--- src/rtl/fifo_pkg.sv ---
// Shared types and constants for the async-FIFO read-side stream consumer.
package fifo_pkg;

    localparam int DEFAULT_DATA_WIDTH = 32;
    localparam int DEFAULT_BURST_LEN  = 8;

    typedef enum logic [1:0] {
        ST_IDLE  = 2'd0,
        ST_RUN   = 2'd1,
        ST_DRAIN = 2'd2
    } state_t;

    // Width of the in-burst pop counter; BURST_LEN is at least 2, so this is at least 1.
    function automatic int pop_cnt_width(input int burst_len);
        return $clog2(burst_len);
    endfunction

endpackage

--- src/rtl/stream_skid_buf.sv ---
// Two-entry valid/ready buffer: output register plus one skid register.
// Upstream must not offer a word while skid_valid is high.
module stream_skid_buf #(
    parameter int WIDTH = 33
) (
    input  logic             clk,
    input  logic             srst,
    input  logic             in_valid,
    input  logic [WIDTH-1:0] in_data,
    input  logic             out_ready,
    output logic             out_valid,
    output logic [WIDTH-1:0] out_data,
    output logic             skid_valid
);

    logic             out_valid_reg;
    logic [WIDTH-1:0] out_data_reg;
    logic             skid_valid_reg;
    logic [WIDTH-1:0] skid_data_reg;
    logic             out_free;

    // The output register can take a word when empty or being consumed this cycle.
    assign out_free = !out_valid_reg || out_ready;

    always_ff @(posedge clk) begin
        if (srst) begin
            out_valid_reg  <= 1'b0;
            out_data_reg   <= '0;
            skid_valid_reg <= 1'b0;
            skid_data_reg  <= '0;
        end else if (out_free) begin
            if (skid_valid_reg) begin
                out_valid_reg  <= 1'b1;
                out_data_reg   <= skid_data_reg;
                skid_valid_reg <= in_valid;
                if (in_valid) begin
                    skid_data_reg <= in_data;
                end
            end else begin
                out_valid_reg <= in_valid;
                if (in_valid) begin
                    out_data_reg <= in_data;
                end
            end
        end else if (in_valid) begin
            skid_valid_reg <= 1'b1;
            skid_data_reg  <= in_data;
        end
    end

    assign out_valid  = out_valid_reg;
    assign out_data   = out_data_reg;
    assign skid_valid = skid_valid_reg;

endmodule

--- src/rtl/fifo_rd_stream.sv ---
// Drains a first-word-fall-through FIFO read port into a valid/ready stream,
// framing words into fixed-length bursts that are never truncated by en.
module fifo_rd_stream
    import fifo_pkg::*;
#(
    parameter int DATA_WIDTH = DEFAULT_DATA_WIDTH,
    parameter int BURST_LEN  = DEFAULT_BURST_LEN,
    parameter int BCNT_WIDTH = 16
) (
    input  logic                  rclk,
    input  logic                  rrst,
    input  logic                  en,
    input  logic                  fifo_rempty,
    input  logic [DATA_WIDTH-1:0] fifo_rdata,
    output logic                  fifo_rinc,
    output logic                  m_valid,
    input  logic                  m_ready,
    output logic [DATA_WIDTH-1:0] m_data,
    output logic                  m_last,
    output logic                  busy,
    output logic [BCNT_WIDTH-1:0] burst_cnt
);

    localparam int PCW = pop_cnt_width(BURST_LEN);
    localparam logic [PCW-1:0] LAST_BEAT = PCW'(BURST_LEN - 1);

    state_t                state_reg;
    logic [PCW-1:0]        pop_cnt_reg;
    logic [BCNT_WIDTH-1:0] burst_cnt_reg;
    logic                  skid_valid;
    logic                  pop_ok;
    logic                  pop_last;
    logic [DATA_WIDTH:0]   out_word;

    // Draining only continues while a burst is open, so the stream stops on a boundary.
    assign pop_ok    = (state_reg == ST_RUN) || ((state_reg == ST_DRAIN) && (pop_cnt_reg != '0));
    assign fifo_rinc = pop_ok && !fifo_rempty && !skid_valid && !rrst;
    assign pop_last  = (pop_cnt_reg == LAST_BEAT);

    stream_skid_buf #(
        .WIDTH (DATA_WIDTH + 1)
    ) u_skid (
        .clk        (rclk),
        .srst       (rrst),
        .in_valid   (fifo_rinc),
        .in_data    ({pop_last, fifo_rdata}),
        .out_ready  (m_ready),
        .out_valid  (m_valid),
        .out_data   (out_word),
        .skid_valid (skid_valid)
    );

    assign m_last = out_word[DATA_WIDTH];
    assign m_data = out_word[DATA_WIDTH-1:0];

    always_ff @(posedge rclk) begin
        if (rrst) begin
            state_reg     <= ST_IDLE;
            pop_cnt_reg   <= '0;
            burst_cnt_reg <= '0;
        end else begin
            case (state_reg)
                ST_IDLE: begin
                    if (en) state_reg <= ST_RUN;
                end
                ST_RUN: begin
                    if (!en) state_reg <= ST_DRAIN;
                end
                ST_DRAIN: begin
                    if (en) begin
                        state_reg <= ST_RUN;
                    end else if ((pop_cnt_reg == '0) && !m_valid && !skid_valid) begin
                        state_reg <= ST_IDLE;
                    end
                end
                default: state_reg <= ST_IDLE;
            endcase

            if (fifo_rinc) begin
                pop_cnt_reg <= pop_last ? '0 : pop_cnt_reg + PCW'(1);
            end

            if (m_valid && m_ready && m_last) begin
                burst_cnt_reg <= burst_cnt_reg + BCNT_WIDTH'(1);
            end
        end
    end

    assign busy      = (state_reg != ST_IDLE) || m_valid || skid_valid;
    assign burst_cnt = burst_cnt_reg;

endmodule

--- config.mk ---
export PLATFORM = sky130hd
export DESIGN_NAME = fifo_rd_stream
export DESIGN_NICKNAME = d
export VERILOG_FILES = /design/src/rtl/fifo_pkg.sv /design/src/rtl/stream_skid_buf.sv /design/src/rtl/fifo_rd_stream.sv
export SDC_FILE = /design/constraint.sdc
export NUM_CORES = 1
export LEC_CHECK = 0
export CAP_MARGIN = 20
export CORE_MARGIN = 8
export CORE_UTILIZATION = 50
export CTS_CLUSTER_DIAMETER = 120
export DETAILED_ROUTE_END_ITERATION = 10
export GPL_TIMING_DRIVEN = 0
export PLACE_DENSITY_LB_ADDON = 0.25
export RECOVER_POWER = 50
export SYNTH_ARGS = -nofsm -noshare
export SYNTH_HDL_FRONTEND = slang
export SYNTH_SLANG_ARGS = --single-unit
--- constraint.sdc ---
create_clock -name rclk -period 4.1 [get_ports rclk]
set_clock_uncertainty 0.1 [all_clocks]
set_input_delay 0.615 -clock rclk [delete_from_list [all_inputs] [get_ports rclk]]
set_output_delay 0.615 -clock rclk [all_outputs]
set_load 0.03 [all_outputs]
==> run_results.csv, run 1 <==
group,metric,value,unit
status,status,"finished, final reports clean",
layout,finalNetCount,568,
critical_path,r2r_cells,9,
clock_network,clockBufferDepth,2,
clock_network,hold_buffers,0,
sta,slew_violations,0,
layout,instances_no_fill,634,
synthesis,synth_area,4025,um^2
critical_path,required,3380,ps
clock_network,cts_resized,0,
synthesis,synthCells,428,
placed_design,place.gp.congestion,0.7595,
sta,fmax,278.6,MHz
routing,drc,0,
routing,ant_nets,0,
floorplanning,start_util,0.5182,
synthesis,synth_fp_nets,469,
routing,drt-total-wl,10.77,mm
layout,layout_common_cells,"dfxtp_1 (89), a21oi_1 (75), dlygate4sd3_1 (49)",
sta,tns,0,ps
floorplanning,die_h,105.7,um
synthesis,synthTopCellsByArea,"dfxtp_1 (44%), a211oi_2 (9.3%), a21oi_1 (9.3%), mux2i_1 (8.2%), nand3_1 (4.8%)",
routing,vias,3630,
grt,grt_usage,0.1948,
synthesis,async_reset_ff_frac,0,
critical_path,worstPathArrival,2870,ps
critical_path,worstReg2RegEnd,"u_skid.out_data[10]$_SDFFE_PP0P_",
placed_design,dpl_cell_area,5034,um^2
placed_design,placed_cells,618,
layout,layout-drive-gt1-share,0.1205,
critical_path,slowest_delay,820,ps
pwr,power_density,333.0,nW/um^2
synthesis,yosysSeqAreaShare,0.4426,
placed_design,dp_hpwl,7.717,mm
sta,period_share,0.8754,
sta,hold_viol_final,0,
critical_path,end_kind,"primary output",
hold_path,holdPathEnd,"u_skid.skid_data_reg[29]$_SDFFE_PP0P_",
hold_path,min_from,"u_skid.skid_data_reg[29]$_SDFFE_PP0P_",
layout,syn_to_final_growth,29.93,%
clock_network,cts_setup_buffers,0,
floorplanning,die_area,11180,um^2
placed_design,portBuffers,88,
floorplanning,core_region_area,7767,um^2
clock_network,clock_sinks,89,
layout,finalInstanceArea,5230,um^2
grt,grt_max_degree,14,
synthesis,synth_edf_count,0,
layout,fill_cells,669,
synthesis,syn_area_per_cell,9.404,um^2
routing,drtIter0Drc,159,
clock_network,clkTransAtPathRegs,80,ps
sta,max_slew.worst_pin.slew,739.2,ps
synthesis,ys_warn_count,0,
job,drv_cap,0,
critical_path,path_max_fanout,10,
critical_path,start_kind,"input pin",
hold_path,hold_path_class,"reg -> reg",
floorplanning,fp-row-count,32,
synthesis,synth_largest_area_cell,"dfxtp_1",
grt,grt_pass1_wl,18.19,mm
floorplanning,die_w,105.7,um
pwr,power_leakage,1.803,nW
sta,rsz0062_at_grt,"false",
floorplanning,ioPinCount,89,
critical_path,ff2ff_setup_slack,1980,ps
routing,drt_pass1_iterations,5,
synthesis,ys_ff_latch,89,
clock_network,cts_tree,"built",
synthesis,synth.distinct_cells,38,
clock_network,clk_latency,360,ps
sta,final.min_clock_period,3589,ps
clock_network,numCtsBuffers,9,
critical_path,r2r_start,"pop_cnt_reg[0]$_SDFFE_PP0P_",
synthesis,synth_top_area_share,0.4426,
hold_path,min_path_cells,2,
sta,setup_violations,0,
critical_path,cp_slowest_cell,"clkdlybuf4s50_1",
routing,vias_per_cell,5.726,
routing,wl_per_cell,16.99,um
sta,slew_headroom,0.5072,
clock_network,cts-root-buf,"clkbuf_8",
grt,grt_pass1_vias,3707,
critical_path,path_class,"in -> out",
synthesis,synth-main-ff-cell,"dfxtp_1",
grt,antenna_found_initial,0,
pwr,peakVddDrop,0.0002013,V
layout,mostFrequentLayoutCell,"dfxtp_1",
grt,grt.overflow.total,0,
clock_network,h-tree-depth,3,
critical_path,crit_chain,"dlygate4sd3_1, clkbuf_1, nor4_1, clkdlybuf4s50_1",
==> metrics by stage <==
step                      hold slack (ps)  power, W  worst slack, ps  utilization
after global placement              359.9  0.001108            783.7       0.6480
after CTS                           379.2  0.001755            792.1       0.6751
after global routing                395.3  0.001802            340.2       0.6730
after floorplan                     353.5  0.001018             1827            -
after detailed placement            367.0  0.001112            801.0       0.6480
final                               379.2  0.001742            510.8       0.6733
==> synthesized netlist by cell type, types with 3 or more instances <==
cell type / number
a211oi_1: 4
a211oi_2: 30
a21oi_1: 75
and4_1: 3
buf_2: 12
buf_6: 4
clkbuf_1: 24
dfxtp_1: 89
ha_1: 4
inv_1: 5
mux2i_1: 33
nand2_1: 6
nand3_1: 39
nand4_1: 3
nor2_1: 12
nor4_1: 4
o21ai_0: 28
o21ai_1: 9
o31ai_1: 4
or3_1: 4
or4_1: 4
xnor2_1: 4
xor2_1: 4
==> routing by layer <==
layer / share of wire / global-route usage
met2: 0.48 / 0.3195
met3: 0.056 / 0.04507
met1: 0.44 / 0.2423
met5: 0 / 0
met4: 0.016 / 0.07437
==> worst max-delay path: cells and delay by family <==
family                 cells  cell delay, ps
buffers and inverters      3            1660
and+or+nand+nor            1             600
==> layout make-up <==
class,instances,area [um^2],share of cell area
timing repair buffer,88,880.8,0.1684
tap,102,127.6,0.02440
inverter,5,18.77,0.003589
sequential,89,1782,0.3407
buffer,42,195.2,0.03732
multi-input combinational,292,2013,0.3849
clock inverter,3,65.06,0.01244
antenna,1,2.502,0.0004785
clock buffer,12,145.1,0.02775
==> worst max-delay path by stage <==
stage | slack (ps) | endpoint | from
floorplan | 1830 | fifo_rinc | rrst
global placement | 780 | fifo_rinc | rrst
detailed placement | 800 | fifo_rinc | rrst
CTS | 790 | fifo_rinc | rrst
global route | 340 | fifo_rinc | rrst
finish | 510 | fifo_rinc | rrst
==> report_power, final <==
part | total, W | leakage, nW | switching (W) | internal, W
registers | 0.000886 | 0.719 | 0.00000889 | 0.000877
logic | 0.000199 | 0.977 | 0.000119 | 0.0000805
clock network | 0.000656 | 0.106 | 0.000300 | 0.000357
total | 0.00174 | 1.80 | 0.000427 | 0.00131
==> kinds of logic (layout without fill, tap and decap cells) <==
logic type	count (synthesis)	after routing	share of synthesized area
AO/OA/AOI/OAI	154	154	0.2555
XOR/XNOR	8	8	0.01741
buffers and inverters	47	150	0.05502
multiplexers	35	35	0.08766
other	0	1	0
adder cells (fa/ha/maj)	4	4	0.01243
AND/OR/NAND/NOR	91	91	0.1293
flip-flops	89	89	0.4426
No activity file was read; power rests on OpenSTA's default activity.
==> run 2, diff against run 1 <==
- clock period: 4.1 -> 3.9 ns (I/O delays scaled with it)
==> run 2 against run 1 <==
Net effect: first-iteration DRC count up 24%; register-to-register slack got worse by 180 ps; combinational power up 6%; die area stayed put; final cell count shrank 0.16%; sequential power is 5.2% higher; critical path type unchanged; critical path depth unchanged; largest power group unchanged; highest routed layer unchanged; core utilization hardly changed; cell area barely moved; sequential cell count is the same.
==> run_results.csv, run 2 (same netlist as run 1, synthesis figures left out) <==
group,metric,value,unit
status,status,"finished, final reports clean",
pwr,intPower,0.001382,W
sta,setup_violations,0,
pwr,power_leakage,1.803,nW
clock_network,cts_resized,0,
layout,syn_to_final_growth,30.03,%
floorplanning,ioPinCount,89,
floorplanning,fp-row-count,32,
grt,grt_usage,0.1948,
critical_path,path_class,"in -> out",
placed_design,portBuffers,88,
routing,ant_nets,0,
critical_path,required,3210,ps
grt,antenna_found_initial,0,
hold_path,hold_path_class,"reg -> reg",
sta,tns,0,ps
clock_network,hold_buffers,0,
grt,grt_max_degree,14,
placed_design,dp_hpwl,7.717,mm
clock_network,cts-root-buf,"clkbuf_8",
routing,vias,3645,
clock_network,clkTransAtPathRegs,80,ps
routing,drtIter0Drc,197,
routing,drc,0,
sta,max_slew.worst_pin.slew,743.3,ps
sta,holdWs,379.2,ps
clock_network,h-tree-depth,3,
pwr,pwr-share-clk,0.376,
routing,drt-total-wl,10.80,mm
clock_network,cts_tree,"built",
placed_design,place.gp.congestion,0.7595,
layout,antenna_cells,0,
layout,layout_common_cells,"dfxtp_1 (89), a21oi_1 (75), dlygate4sd3_1 (49)",
floorplanning,die_h,105.7,um
sta,hold_viol_final,0,
critical_path,end_kind,"primary output",
critical_path,worstPathArrival,2670,ps
pwr,comb_power_share,0.115,
sta,slew_violations,0,
floorplanning,die_w,105.7,um
grt,grt_pass1_vias,3707,
layout,mostFrequentLayoutCell,"dfxtp_1",
sta,fmax,297.9,MHz
pwr,switching_share,0.2449,
floorplanning,die_area,11180,um^2
layout,layout-drive-gt1-share,0.1224,
critical_path,start_kind,"input pin",
layout,fill_cells,667,
job,drv_cap,0,
grt,grt.overflow.total,0,
routing,vias_per_cell,5.758,
clock_network,numCtsBuffers,9,
pwr,switchingPower,0.0004482,W
clock_network,clockBufferDepth,2,
pwr,peakVddDrop,0.0002104,V
sta,slew_headroom,0.5045,
pwr,seq_power_share,0.509,
clock_network,clk_latency,350,ps
routing,wl_per_cell,17.06,um
sta,rsz0062_at_grt,"false",
pwr,power_density,349.7,nW/um^2
sta,final.min_clock_period,3357,ps
floorplanning,start_util,0.5182,
critical_path,path_max_fanout,10,
clock_network,cts_setup_buffers,0,
routing,drt_pass1_iterations,4,
sta,period_share,0.8608,
layout,finalNetCount,568,
floorplanning,core_region_area,7767,um^2
grt,grt_pass1_wl,18.19,mm
clock_network,clock_sinks,89,
[run 2: cell count changes in the layout (fill, tap and decap cells not counted), sizes merged]
cell and delta:
diode -1
[run 2: final cells by class]
type | instances | area (um^2) | share of cell area
clock inverter | 3 | 65.06 | 0.01243
tap | 102 | 127.6 | 0.02438
sequential | 89 | 1782 | 0.3404
timing repair buffer | 88 | 880.8 | 0.1683
inverter | 5 | 18.77 | 0.003586
multi-input combinational | 292 | 2019 | 0.3858
clock buffer | 12 | 145.1 | 0.02773
buffer | 42 | 195.2 | 0.03729
[run 2: worst paths after layout]
kind	start	to	slack (ps)	depth (start not counted)
max	rrst	fifo_rinc	540	4
min	u_skid.skid_data_reg[29]$_SDFFE_PP0P_	u_skid.skid_data_reg[29]$_SDFFE_PP0P_	380	2
max reg2reg	pop_cnt_reg[0]$_SDFFE_PP0P_	u_skid.out_data[27]$_SDFFE_PP0P_	1800	9
min reg2reg	u_skid.skid_data_reg[29]$_SDFFE_PP0P_	u_skid.skid_data_reg[29]$_SDFFE_PP0P_	380	2
[run 2: per-layer routing]
| layer | share of wire | up-vias | global-route usage | routed length, um |
|---|---|---|---|---|
| met5 | 0 | - | 0 | 0 |
| met4 | 0.017 | 0 | 0.07437 | 188 |
| met3 | 0.051 | 18 | 0.04507 | 553 |
| met2 | 0.48 | 90 | 0.3195 | 5198 |
| met1 | 0.45 | 1762 | 0.2423 | 4860 |
| li1 | - | 1775 | - | - |
[run 2: worst max-delay path: stages]
cell,delay (ps)
dlygate4sd3_1,590
clkbuf_1,260
nor4_2,450
clkdlybuf4s50_1,780
[run 2: power by group through the flow]
| stage | combinational [W] | sequential [W] | clock [W] |
|---|---|---|---|
| after global placement | 0.000212 | 0.000953 | 0 |
| after detailed placement | 0.000215 | 0.000954 | 0 |
| final | 0.000210 | 0.000932 | 0.000688 |
| after global routing | 0.000226 | 0.000934 | 0.000735 |
| after floorplan | 0.0000927 | 0.000977 | 0 |
| after CTS | 0.000216 | 0.000932 | 0.000697 |
[run 2: metrics by stage]
| step | total power (W) | instance area (um^2) | std cells | util | setup slack [ps] |
|---|---|---|---|---|---|
| finish | 0.001830 | 5234 | 633 | 0.6738 | 543.1 |
| global route | 0.001895 | 5234 | 633 | 0.6738 | 405.3 |
| CTS | 0.001845 | 5244 | 633 | 0.6751 | 652.1 |
| detailed placement | 0.001169 | 5034 | 618 | 0.6480 | 661.0 |
| global placement | 0.001165 | 5034 | 618 | 0.6480 | 643.7 |
| floorplan | 0.001070 | 4025 | 428 | - | 1687 |
==> run 3, diff against run 2 <==
- CORE_ASPECT_RATIO: unset -> 1.25
==> run 3 against run 2 <==
Net effect: sequential cell count stayed put; die area up 0.16%; register-to-register slack about the same; wire length shrank 1.6%; final cell count shrank 0.95%; via count grew 0.30%; worst hold slack better by 3.9 ps; largest cell class unchanged; largest power group unchanged.
==> run_results.csv, run 3 (same netlist as run 1, synthesis figures left out) <==
group,metric,value,unit
status,status,"finished, final reports clean",
routing,vias_per_cell,5.831,
critical_path,crit_chain,"dlygate4sd3_1, clkbuf_1, nor4_2, clkdlybuf4s50_1",
floorplanning,fp-row-count,36,
pwr,power_leakage,1.802,nW
pwr,total_power,0.001845,W
routing,drt_pass1_iterations,5,
routing,vias,3656,
critical_path,slowest_delay,780,ps
grt,antenna_found_initial,0,
critical_path,path_class,"in -> out",
placed_design,dp_hpwl,7.679,mm
layout,finalNetCount,568,
floorplanning,ioPinCount,89,
clock_network,cts_tree,"built",
layout,fill_cells,670,
layout,layout-drive-gt1-share,0.1241,
routing,wl_per_cell,16.94,um
critical_path,start_kind,"input pin",
routing,drc,0,
clock_network,clockBufferDepth,2,
sta,rsz0062_at_grt,"false",
sta,hold_viol_final,0,
critical_path,path_max_fanout,10,
clock_network,cts_resized,0,
sta,max_slew.worst_pin.slew,779.5,ps
placed_design,place.gp.congestion,0.7915,
sta,slew_headroom,0.4803,
critical_path,end_kind,"primary output",
hold_path,hold_path_class,"reg -> reg",
clock_network,clk_latency,360,ps
grt,grt_pass1_wl,17.62,mm
layout,syn_to_final_growth,30.03,%
floorplanning,die_area,11200,um^2
pwr,peakVddDrop,0.0002671,V
clock_network,cts_setup_buffers,0,
pwr,power_density,352.4,nW/um^2
grt,grt_max_degree,15,
sta,tns,0,ps
layout,mostFrequentLayoutCell,"dfxtp_1",
routing,ant_nets,0,
routing,drt-total-wl,10.62,mm
floorplanning,core_region_area,7792,um^2
clock_network,clkTransAtPathRegs,80,ps
floorplanning,start_util,0.5165,
grt,grt_usage,0.1968,
critical_path,required,3210,ps
floorplanning,die_w,96.25,um
layout,multiInputGateArea,2019,um^2
floorplanning,die_h,116.3,um
sta,period_share,0.8603,
sta,fmax,298.1,MHz
critical_path,worstPathArrival,2670,ps
sta,setup_violations,0,
layout,seqCellArea,1782,um^2
grt,grt.overflow.total,0,
sta,slew_violations,0,
clock_network,cts-root-buf,"clkbuf_8",
critical_path,cp_slowest_cell,"clkdlybuf4s50_1",
job,drv_cap,0,
placed_design,portBuffers,88,
layout,layout_common_cells,"dfxtp_1 (89), a21oi_1 (75), dlygate4sd3_1 (48)",
grt,grt_pass1_vias,3694,
clock_network,numCtsBuffers,9,
clock_network,h-tree-depth,3,
clock_network,clock_sinks,89,
layout,antenna_cells,0,
routing,drtIter0Drc,125,
clock_network,hold_buffers,0,
sta,final.min_clock_period,3355,ps
-- run 3: cell types whose count changed in the layout (fill, tap and decap cells not counted) --
| cell | previous run | this run |
|---|---|---|
| clkinv_4 | 0 | 1 |
| clkinv_2 | 1 | 2 |
| buf_2 | 12 | 11 |
| clkdlybuf4s50_1 | 39 | 40 |
| dlygate4sd3_1 | 49 | 48 |
-- run 3: critical path: cells and delay by family --
| kind | cells | cell delay [ps] |
|---|---|---|
| simple gates | 1 | 450 |
| buf+inv | 3 | 1640 |
-- run 3: power by group --
part | internal, W | switching, W
Sequential | 0.000923 | 0.00000991
Clock | 0.000378 | 0.000325
Combinational | 0.0000849 | 0.000125
Total | 0.00139 | 0.000459
-- run 3: final timing paths --
kind | start | end | slack (ps) | depth (start not counted)
worst max register to register | pop_cnt_reg[0]$_SDFFE_PP0P_ | u_skid.out_data[14]$_SDFFE_PP0P_ | 1810 | 9
worst max-delay path | rrst | fifo_rinc | 540 | 4
worst min register to register | u_skid.skid_data_reg[22]$_SDFFE_PP0P_ | u_skid.skid_data_reg[22]$_SDFFE_PP0P_ | 380 | 2
worst min-delay path | u_skid.skid_data_reg[22]$_SDFFE_PP0P_ | u_skid.skid_data_reg[22]$_SDFFE_PP0P_ | 380 | 2
-- run 3: layout make-up --
| cell class | count | share of cell area |
|---|---|---|
| tap | 95 | 0.02271 |
| timing repair buffer | 88 | 0.1683 |
| sequential | 89 | 0.3404 |
| clock buffer | 11 | 0.02701 |
| buffer | 42 | 0.03705 |
| multi-input combinational | 292 | 0.3858 |
| clock inverter | 5 | 0.01506 |
| inverter | 5 | 0.003586 |
-- run 3: stage by stage --
| stage | setup WS [ps] | cell area [um^2] | instances | utilization | hold WS (ps) |
|---|---|---|---|---|---|
| after global routing | 409.3 | 5234 | 627 | 0.6716 | 406.0 |
| after CTS | 621.3 | 5245 | 627 | 0.6731 | 383.1 |
| after detailed placement | 631.2 | 5025 | 611 | 0.6448 | 368.5 |
| after global placement | 641.7 | 5025 | 611 | 0.6448 | 358.4 |
| final | 544.9 | 5234 | 627 | 0.6716 | 383.2 |
| after floorplan | 1687 | 4025 | 428 | - | 353.5 |
-- run 3: metal layers --
metal	vias to the layer above	routed length, um	global-route usage
met5	-	0	0
met4	0	156	0.07605
met3	10	596	0.03987
met2	88	5327	0.3391
met1	1785	4542	0.2313
li1	1773	-	-
